File: src/rtl/mc_controller.sv
`default_nettype none
// ============================================================================
// Module   : mc_controller
// Brief    : Multi-cycle MIPS control unit; Moore FSM with memory wait states.
// Revision : 1.0
// ============================================================================
module mc_controller (
    input  logic       clk,
    input  logic       reset,
    input  logic [5:0] op,
    input  logic [5:0] funct,
    input  logic       zero,
    input  logic       mem_ready,
    output logic       PCWr,
    output logic       IRWr,
    output logic       RegWrite,
    output logic       MemWrite,
    output logic [1:0] RegDst,
    output logic       ALUSrc,
    output logic [1:0] MemtoReg,
    output logic       PCSel,
    output logic [1:0] NPCOp,
    output logic       ExtOp,
    output logic [2:0] ALUOp,
    output logic [3:0] state,
    output logic       instr_done
);

    typedef enum logic [3:0] {
        FETCH  = 4'd0,
        DECODE = 4'd1,
        EXE    = 4'd2,
        MEM_RD = 4'd3,
        MEM_WR = 4'd4,
        WB_ALU = 4'd5,
        WB_MEM = 4'd6,
        BRANCH = 4'd7,
        JUMP   = 4'd8
    } state_t;

    state_t r_state;
    state_t w_next;

    logic w_rtype, w_addu, w_subu, w_jr, w_ori, w_lw, w_sw, w_beq, w_lui, w_j, w_jal;
    logic w_alu_instr, w_exe_instr;

    assign w_rtype = (op == 6'b000000);
    assign w_addu  = w_rtype && (funct == 6'b100001);
    assign w_subu  = w_rtype && (funct == 6'b100011);
    assign w_jr    = w_rtype && (funct == 6'b001000);
    assign w_ori   = (op == 6'b001101);
    assign w_lw    = (op == 6'b100011);
    assign w_sw    = (op == 6'b101011);
    assign w_beq   = (op == 6'b000100);
    assign w_lui   = (op == 6'b001111);
    assign w_j     = (op == 6'b000010);
    assign w_jal   = (op == 6'b000011);

    assign w_alu_instr = w_addu | w_subu | w_ori | w_lui;
    assign w_exe_instr = w_alu_instr | w_lw | w_sw;

    always_ff @(posedge clk or negedge reset) begin
        if (!reset) begin
            r_state <= FETCH;
        end else begin
            r_state <= w_next;
        end
    end

    logic       w_pcwr, w_irwr, w_regwrite, w_memwrite, w_done;
    logic [1:0] w_regdst, w_memtoreg, w_npcop;
    logic       w_alusrc, w_pcsel, w_extop;
    logic [2:0] w_aluop, w_exe_aluop;

    always_comb begin
        w_exe_aluop = 3'b000;
        if (w_subu) begin
            w_exe_aluop = 3'b001;
        end else if (w_ori) begin
            w_exe_aluop = 3'b010;
        end else if (w_lui) begin
            w_exe_aluop = 3'b011;
        end
    end

    always_comb begin
        w_next     = FETCH;
        w_pcwr     = 1'b0;
        w_irwr     = 1'b0;
        w_regwrite = 1'b0;
        w_memwrite = 1'b0;
        w_done     = 1'b0;
        w_regdst   = 2'b00;
        w_memtoreg = 2'b00;
        w_npcop    = 2'b00;
        w_alusrc   = 1'b0;
        w_pcsel    = 1'b0;
        w_extop    = 1'b0;
        w_aluop    = 3'b000;
        case (r_state)
            FETCH: begin
                w_pcwr = mem_ready;
                w_irwr = mem_ready;
                w_next = mem_ready ? DECODE : FETCH;
            end
            DECODE: begin
                if (w_exe_instr) begin
                    w_next = EXE;
                end else if (w_beq) begin
                    w_next = BRANCH;
                end else if (w_j | w_jal | w_jr) begin
                    w_next = JUMP;
                end else begin
                    // Unknown instructions retire here as a nop.
                    w_next = FETCH;
                    w_done = 1'b1;
                end
            end
            EXE: begin
                w_alusrc = ~w_rtype;
                w_extop  = w_lw | w_sw;
                w_aluop  = w_exe_aluop;
                if (w_alu_instr) begin
                    w_next = WB_ALU;
                end else if (w_lw) begin
                    w_next = MEM_RD;
                end else if (w_sw) begin
                    w_next = MEM_WR;
                end
            end
            WB_ALU: begin
                w_alusrc   = ~w_rtype;
                w_aluop    = w_exe_aluop;
                w_regwrite = 1'b1;
                w_regdst   = w_rtype ? 2'b01 : 2'b00;
                w_done     = 1'b1;
            end
            MEM_RD: begin
                w_alusrc = 1'b1;
                w_extop  = 1'b1;
                w_next   = mem_ready ? WB_MEM : MEM_RD;
            end
            MEM_WR: begin
                w_alusrc   = 1'b1;
                w_extop    = 1'b1;
                w_memwrite = 1'b1;
                w_done     = mem_ready;
                w_next     = mem_ready ? FETCH : MEM_WR;
            end
            WB_MEM: begin
                w_regwrite = 1'b1;
                w_memtoreg = 2'b01;
                w_done     = 1'b1;
            end
            BRANCH: begin
                w_aluop = 3'b001;
                w_extop = 1'b1;
                w_npcop = 2'b01;
                w_pcwr  = zero;
                w_done  = 1'b1;
            end
            JUMP: begin
                w_pcwr = 1'b1;
                w_done = 1'b1;
                if (w_jr) begin
                    w_pcsel = 1'b1;
                end else begin
                    w_npcop = 2'b10;
                end
                if (w_jal) begin
                    w_regwrite = 1'b1;
                    w_regdst   = 2'b10;
                    w_memtoreg = 2'b10;
                end
            end
            default: w_next = FETCH;
        endcase
    end

    // Write enables are gated by reset so an aborted access never commits.
    assign PCWr       = w_pcwr & reset;
    assign IRWr       = w_irwr & reset;
    assign RegWrite   = w_regwrite & reset;
    assign MemWrite   = w_memwrite & reset;
    assign instr_done = w_done & reset;
    assign RegDst     = w_regdst;
    assign MemtoReg   = w_memtoreg;
    assign NPCOp      = w_npcop;
    assign ALUSrc     = w_alusrc;
    assign PCSel      = w_pcsel;
    assign ExtOp      = w_extop;
    assign ALUOp      = w_aluop;
    assign state      = r_state;

endmodule
`default_nettype wire

File: config.mk
export PLATFORM = sky130hd
export DESIGN_NAME = mc_controller
export DESIGN_NICKNAME = d
export VERILOG_FILES = /design/src/rtl/mc_controller.sv
export SDC_FILE = /design/constraint.sdc
export NUM_CORES = 1
export LEC_CHECK = 0
export ABC_AREA = 1
export BUFFER_PORTS_ARGS = -buffer_cell sky130_fd_sc_hd__buf_2
export CORE_MARGIN = 10
export CORE_UTILIZATION = 43
export DETAILED_ROUTE_END_ITERATION = 12
export PLACE_DENSITY = 0.74
export SYNTH_ARGS = -nofsm -noshare
export SYNTH_HDL_FRONTEND = slang
export SYNTH_SLANG_ARGS = --single-unit
File: constraint.sdc
create_clock -name clk -period 1.3 [get_ports clk]
set_clock_uncertainty 0.05 [all_clocks]
set_input_delay 0.195 -clock clk [delete_from_list [all_inputs] [get_ports clk]]
set_output_delay 0.195 -clock clk [all_outputs]
set_load 0.02 [all_outputs]
==> flow_metrics.env, run 1 <==
export IMPL_error="[ERROR DPL-0033] detailed placement checks failed during check placement."
export IMPL_clockBufferDepth=2
export IMPL_antenna_found_initial=0
export IMPL_synth_area_top_cells="dfrtp_1, inv_1, nand2_1"
export IMPL_place_inst=186
export IMPL_syn_nets=129
export IMPL_lastStage="global routing (5_1_grt)"
export IMPL_cts_root_buf="clkbuf_4"
export IMPL_dp_hpwl_mm=2.27
export IMPL_ys_seq_area_share_pct=15.2
export IMPL_syn_area_um2=661
export IMPL_status="stopped before the end"
export IMPL_place_area_um2=1140
export IMPL_globalplace_congestion=0.784
export IMPL_worst_endpoint="ALUSrc"
export IMPL_netlist_instances=113
export IMPL_num_rows=14
export IMPL_start_util_pct=44.9
export IMPL_worstEpCategory="top-level output"
export IMPL_cts_sinks=4
export IMPL_yosysMostFrequentCell="inv_1"
export IMPL_synth_seq_cells=4
export IMPL_synth_common_cells="inv_1, nand2_1, nor2_1"
export IMPL_synthFlopType="dfrtp_1"
export IMPL_io_buffers=35
export IMPL_syn_area_per_cell_um2=5.85
export IMPL_htreeDepth=1
export IMPL_grt_max_degree=7
export IMPL_synth_top_cell_area_share_pct=15.2
export IMPL_async_flop_share_pct=100
export IMPL_netlist_top_cell_by_area="dfrtp_1"
export IMPL_ys_warnings_count=0
export IMPL_die_h_um=59.2
export IMPL_pin_count=37
export IMPL_cts_made_buffers=3
export IMPL_synth_edf_count=0
export IMPL_synth_cell_types=26
export IMPL_die_w_um=59.2
## per-stage QoR
step                setup WS [ns]  TNS [ns]  util [%]
floorplan                  -0.214     -1.28         -
global placement           -0.249     -2.10      77.8
detailed placement         -0.276     -2.59      77.8
CTS                        -0.499     -5.98      91.0
## timing repair
item                       CTS
hold buffers                 1
setup endpoints to repair   19
setup buffers                3
gates resized for setup     42
pin swaps                    7
hold endpoints to repair     4
## cells by family after synthesis
family                 after synthesis  share of synthesized area [%]
buffers and inverters               26                           15.3
other                                1                          0.568
and+or+nand+nor                     72                           58.7
AOI/OAI and AO/OA                   10                           10.2
DFF                                  4                           15.2
==> inputs of run 2 (changes only) <==
CORE_AREA = 10 10 71 73   (was not set)
CORE_MARGIN = not set   (was 10)
CORE_UTILIZATION = not set   (was 43)
DIE_AREA = 0 0 81 83   (was not set)
PLACE_DENSITY = not set   (was 0.74)
PLACE_DENSITY_LB_ADDON = 0.15   (was not set)
==> run 2 against run 1 <==
Against the previous run:
- the flow now finishes, with violations (setup timing)
- synthesized area unchanged
- synthesized cell count unchanged
==> flow_metrics.env, run 2 <==
export IMPL_area_growth_pct=134
export IMPL_diodes=0
export IMPL_pin_count=37
export IMPL_worst_setup_path_start_kind="register"
export IMPL_post_drt_wl_per_cell_um=12.4
export IMPL_largest_register_ffs=4
export IMPL_power_density_nw_per_um2=493
export IMPL_syn_nets=129
export IMPL_grt_pass1_wl_mm=4.76
export IMPL_yosysMostFrequentCell="inv_1"
export IMPL_synth_edf_count=0
export IMPL_critPathMaxStageDelay_ns=0.44
export IMPL_antenna_found_initial=0
export IMPL_path_depth=7
export IMPL_syn_area_per_cell_um2=5.85
export IMPL_cts_tree="done"
export IMPL_netlist_instances=113
export IMPL_dr_pass1_iters=4
export IMPL_syn_area_um2=661
export IMPL_die_area_um2=6720
export IMPL_synth_seq_cells=4
export IMPL_globalplace_congestion=0.824
export IMPL_io_buffers=35
export IMPL_fin_crit_sh_pct=134
export IMPL_netlist_top_cell_by_area="dfrtp_1"
export IMPL_synth_cell_types=26
export IMPL_reg2reg_depth=9
export IMPL_clockBufferDepth=2
export IMPL_layout_common_cells="buf_4, buf_6, buf_2"
export IMPL_finalSetupTns_ns=-5.53
export IMPL_num_rows=22
export IMPL_ys_seq_area_share_pct=15.2
export IMPL_crit_path_cell_trace="nor2_4, nand3_4, inv_4, and3_4, nor2_4, nor2_4, buf_6"
export IMPL_die_h_um=83
export IMPL_core_um2=3630
export IMPL_first_iter_violations=16
export IMPL_fmax_mhz=572
export IMPL_dp_hpwl_mm=2.43
export IMPL_arrival_ns=1.50
export IMPL_slew_viol_final=0
export IMPL_synthFlopType="dfrtp_1"
export IMPL_via_per_inst=4.21
export IMPL_die_w_um=81
export IMPL_grt_pass1_vias=1034
export IMPL_synth_common_cells="inv_1, nand2_1, nor2_1"
export IMPL_wl_mm=2.87
export IMPL_nets=202
export IMPL_synth_top_cell_area_share_pct=15.2
export IMPL_drive_gt1_share_pct=72.8
export IMPL_violations="setup timing"
export IMPL_critPathKind="register to output port"
export IMPL_critPathMaxFanout=6
export IMPL_synth_area_top_cells="dfrtp_1, inv_1, nand2_1"
export IMPL_ys_warnings_count=0
export IMPL_cts_root_buf="clkbuf_8"
export IMPL_drv_cap=0
export IMPL_track_usage_pct=8.75
export IMPL_crit_family="simple AND/OR/NAND/NOR gates"
export IMPL_setup_viol=19
export IMPL_crit_path_frequent_cell="nor2_4"
export IMPL_drc_errors=0
export IMPL_rsz0062_at_grt="true"
export IMPL_setup_slack_ns=-0.448
export IMPL_hold_viol=0
export IMPL_post_route_min_period_ns=1.75
export IMPL_async_flop_share_pct=100
export IMPL_via_count=977
export IMPL_peakVddDrop_uv=184
export IMPL_htreeDepth=1
export IMPL_cts_made_buffers=3
export IMPL_end_kind="output port"
export IMPL_p_leak_nw=0.768
export IMPL_critPathBufInv=2
export IMPL_grt_max_degree=7
export IMPL_clk_latency_ns=0.21
export IMPL_cts_sinks=4
export IMPL_hp_class="input port to async pin"
export IMPL_layout_commonest_cell="buf_4"
export IMPL_start_util_pct=18.2
export IMPL_crit_slowest_cell="dfrtp_2"
export IMPL_required_ns=1.05
export IMPL_clk_pin_slew_worst_paths_ns=0.03
export IMPL_status="finished with violations"
export IMPL_overflow=0
export IMPL_whs_ns=0.304
export IMPL_final_antenna_net_count=0
==> run 2: where the power goes <==
| group | switching, mW | internal [mW] | total [mW] |
|---|---|---|---|
| registers | 0.0106 | 0.133 | 0.144 |
| logic | 0.198 | 0.165 | 0.364 |
| clock network | 0.0581 | 0.197 | 0.255 |
| total | 0.267 | 0.495 | 0.762 |
==> run 2: what timing repair did <==
item / in CTS / in global routing
gates resized for setup: 58 / 10
endpoints found under the hold margin: 4 / 0
pin swaps: 12 / 7
hold buffers: 1 / 0
setup endpoints to repair: 19 / 19
setup buffers: 8 / 3
==> run 2: final timing paths <==
| kind | startpoint | slack, ns | endpoint |
|---|---|---|---|
| max | state[0]$_DFF_PN0_ | -0.45 | RegWrite |
| min reg2reg | state[2]$_DFF_PN0_ | 0.80 | state[2]$_DFF_PN0_ |
| max in group asynchronous | reset | 0.72 | state[0]$_DFF_PN0_ |
| max reg2reg | state[0]$_DFF_PN0_ | -0.20 | state[0]$_DFF_PN0_ |
| min | reset | 0.30 | state[3]$_DFF_PN0_ |
| min in group clk | mem_ready | 0.35 | state[0]$_DFF_PN0_ |
==> run 2: cell type report <==
class                           instances  area (µm²)
Fill cell                             399        2090
Multi-Input combinational cell         83         679
Timing Repair Buffer                   69         559
Sequential cell                         4         105
Inverter                               25         101
Tap cell                               48        60.1
Clock buffer                            3        41.3
==> run 2: cells by family after synthesis <==
| kind of cell | after synthesis | synth area share, % |
|---|---|---|
| AO/OA/AOI/OAI | 10 | 10.2 |
| flip-flops | 4 | 15.2 |
| other | 1 | 0.568 |
| buffers and inverters | 26 | 15.3 |
| AND/OR/NAND/NOR | 72 | 58.7 |
==> run 2: through the flow <==
step           utilization (%)  cell area (µm²)  setup slack, ns  power (mW)  std cells
2_1_floorplan                -              785           -0.214       0.313        113
3_3_place_gp              33.2             1210           -0.293       0.428        221
5_1_grt                   42.6             1550           -0.522       0.813        232
6_report                  42.6             1550           -0.448       0.762        232
4_1_cts                   41.4             1510           -0.471       0.760        231
3_5_place_dp              33.2             1210           -0.296       0.432        221
==> run 2: worst reg2reg max path: cells and delay by family, from the launching register on <==
family                 cells  cell delay, ns
DFF                        1            0.44
buffers and inverters      4            0.40
and+or+nand+nor            3            0.38
AOI/OAI and AO/OA          2            0.13
==> run 2: metal layers <==
layer	wire length [µm]	track usage [%]	part of all wire, %
met5	0	0	0
met3	214	2.69	7.4
met1	1130	9.38	39
met2	1520	15.6	53
met4	14	2.82	0.49
Note: power is estimated with default switching activity, not from simulation.
==> inputs of run 3 (changes only) <==
CORE_AREA = 2 2 63 65   (was 10 10 71 73)
DIE_AREA = 0 0 65 67   (was 0 0 81 83)
TNS_END_PERCENT = 50   (was not set)
==> run 3 against run 2 <==
Against the previous run:
- setup slack about the same
- via count decreased by 3.6%
- wire length decreased by 18%
- final area decreased by 4.1%
- register-to-register slack improved by 0.04 ns
- critical path depth unchanged
- sequential cell count unchanged
- non-clock buffer count decreased by 3
- largest power group unchanged
- cell count decreased by 1.3%
- first-iteration DRC count increased by 130%
- critical endpoint is now instr_done
- sequential power about the same
- the run still ends with setup timing left
- utilization decreased by 1.4 points
==> flow_metrics.env, run 3 (same netlist as run 2, synthesis figures left out) <==
export IMPL_rr_startpoint="state[1]$_DFF_PN0_"
export IMPL_largest_register_ffs=4
export IMPL_core_um2=3610
export IMPL_overflow=0
export IMPL_power_density_nw_per_um2=501
export IMPL_cts_root_buf="clkbuf_8"
export IMPL_die_h_um=67
export IMPL_finalSetupTns_ns=-5.65
export IMPL_whs_ns=0.309
export IMPL_wl_mm=2.35
export IMPL_antenna_found_initial=0
export IMPL_layout_common_cells="buf_4, buf_2, buf_6"
export IMPL_dr_pass1_iters=4
export IMPL_place_area_um2=1170
export IMPL_clockBufferDepth=2
export IMPL_via_per_inst=4.11
export IMPL_cts_made_buffers=3
export IMPL_setup_slack_ns=-0.448
export IMPL_hp_class="input port to async pin"
export IMPL_end_kind="output port"
export IMPL_hold_viol=0
export IMPL_grt_max_degree=7
export IMPL_critPathKind="register to output port"
export IMPL_critPathMaxFanout=5
export IMPL_p_leak_nw=0.751
export IMPL_via_count=942
export IMPL_final_antenna_net_count=0
export IMPL_diodes=0
export IMPL_first_iter_violations=36
export IMPL_nFillCells=389
export IMPL_rrSetupSlack_ns=-0.16
export IMPL_reg2reg_depth=9
export IMPL_violations="setup timing"
export IMPL_final_cell_area_um2=1480
export IMPL_arrival_ns=1.50
export IMPL_drv_cap=0
export IMPL_globalplace_congestion=0.845
export IMPL_clk_pin_slew_worst_paths_ns=0.03
export IMPL_post_route_min_period_ns=1.75
export IMPL_fmax_mhz=572
export IMPL_fin_crit_sh_pct=134
export IMPL_drive_gt1_share_pct=68.0
export IMPL_required_ns=1.05
export IMPL_post_drt_wl_per_cell_um=10.2
export IMPL_htreeDepth=1
export IMPL_clk_latency_ns=0.21
export IMPL_slew_viol_final=0
export IMPL_setup_viol=19
export IMPL_r2r_end="state[0]$_DFF_PN0_"
export IMPL_io_buffers=35
export IMPL_area_growth_pct=124
export IMPL_grt_pass1_vias=891
export IMPL_rsz0062_at_grt="true"
export IMPL_start_util_pct=18.3
export IMPL_die_area_um2=4360
export IMPL_cts_tree="done"
export IMPL_worst_setup_path_start_kind="register"
export IMPL_nets=199
export IMPL_layout_commonest_cell="buf_4"
export IMPL_cts_sinks=4
export IMPL_die_w_um=65
export IMPL_peakVddDrop_uv=291
export IMPL_status="finished with violations"
export IMPL_num_rows=22
export IMPL_dp_hpwl_mm=1.97
export IMPL_drc_errors=0
export IMPL_track_usage_pct=11.6
export IMPL_grt_pass1_wl_mm=3.95
export IMPL_pin_count=37
## run 3: cell count changes in the layout (fill, tap and decap cells not counted), sizes merged
cell and change:
buf -3
## run 3: layout make-up
| class | count | area, µm² | area share (%) |
|---|---|---|---|
| well taps | 48 | 60.1 | 4.05 |
| multi-input cells | 83 | 641 | 43.2 |
| clock buffers | 3 | 41.3 | 2.78 |
| inverters | 25 | 101 | 6.84 |
| repair buffers | 66 | 534 | 36.0 |
| flip-flops and latches | 4 | 105 | 7.09 |
## run 3: report_power, final
group	switching (mW)	internal [mW]
Sequential	0.0124	0.133
Combinational	0.186	0.161
Clock	0.0530	0.196
Total	0.251	0.491
## run 3: through the flow
| stage | setup WS, ns | std cells | utilization (%) | power, mW |
|---|---|---|---|---|
| 2_1_floorplan | -0.214 | 113 | - | 0.309 |
| 3_3_place_gp | -0.302 | 218 | 32.4 | 0.418 |
| 3_5_place_dp | -0.328 | 218 | 32.4 | 0.419 |
| 4_1_cts | -0.486 | 224 | 38.1 | 0.718 |
| 5_1_grt | -0.535 | 229 | 41.1 | 0.792 |
| 6_report | -0.448 | 229 | 41.1 | 0.742 |
## run 3: layer usage
layer	vias up	track usage, %	wire, µm
met5	-	0	0
met4	0	3.19	0
met3	0	1.86	131
met2	28	19.3	1210
met1	419	15.3	1010
li1	495	-	-
## run 3: repair_timing
action / in CTS / in global routing
pin swaps: 15 / 9
endpoints found under the setup margin: 19 / 19
hold buffers: 1 / 0
resized for setup: 39 / 17
endpoints found under the hold margin: 4 / 0
setup buffers: 2 / 6
cloned: 0 / 0
## run 3: how the worst max path moves through the flow
| stage | from | end | slack [ns] | cells after the start |
|---|---|---|---|---|
| finish | state[0]$_DFF_PN0_ | instr_done | -0.45 | 7 |
| global placement | state[3]$_DFF_PN0_ | instr_done | -0.30 | 6 |
| detailed placement | state[3]$_DFF_PN0_ | instr_done | -0.33 | 6 |
| floorplan | state[0]$_DFF_PN0_ | RegWrite | -0.21 | 6 |
| global route | state[3]$_DFF_PN0_ | ExtOp | -0.53 | 8 |
| CTS | state[0]$_DFF_PN0_ | ALUSrc | -0.49 | 7 |
## run 3: worst max-delay path, cell delays in order, from the launching register on
cell	delay, ns
dfrtp_2	0.45
buf_6	0.14
buf_6	0.11
nand3_4	0.10
o21ai_4	0.08
nor4_4	0.18
a21oi_4	0.09
buf_6	0.14
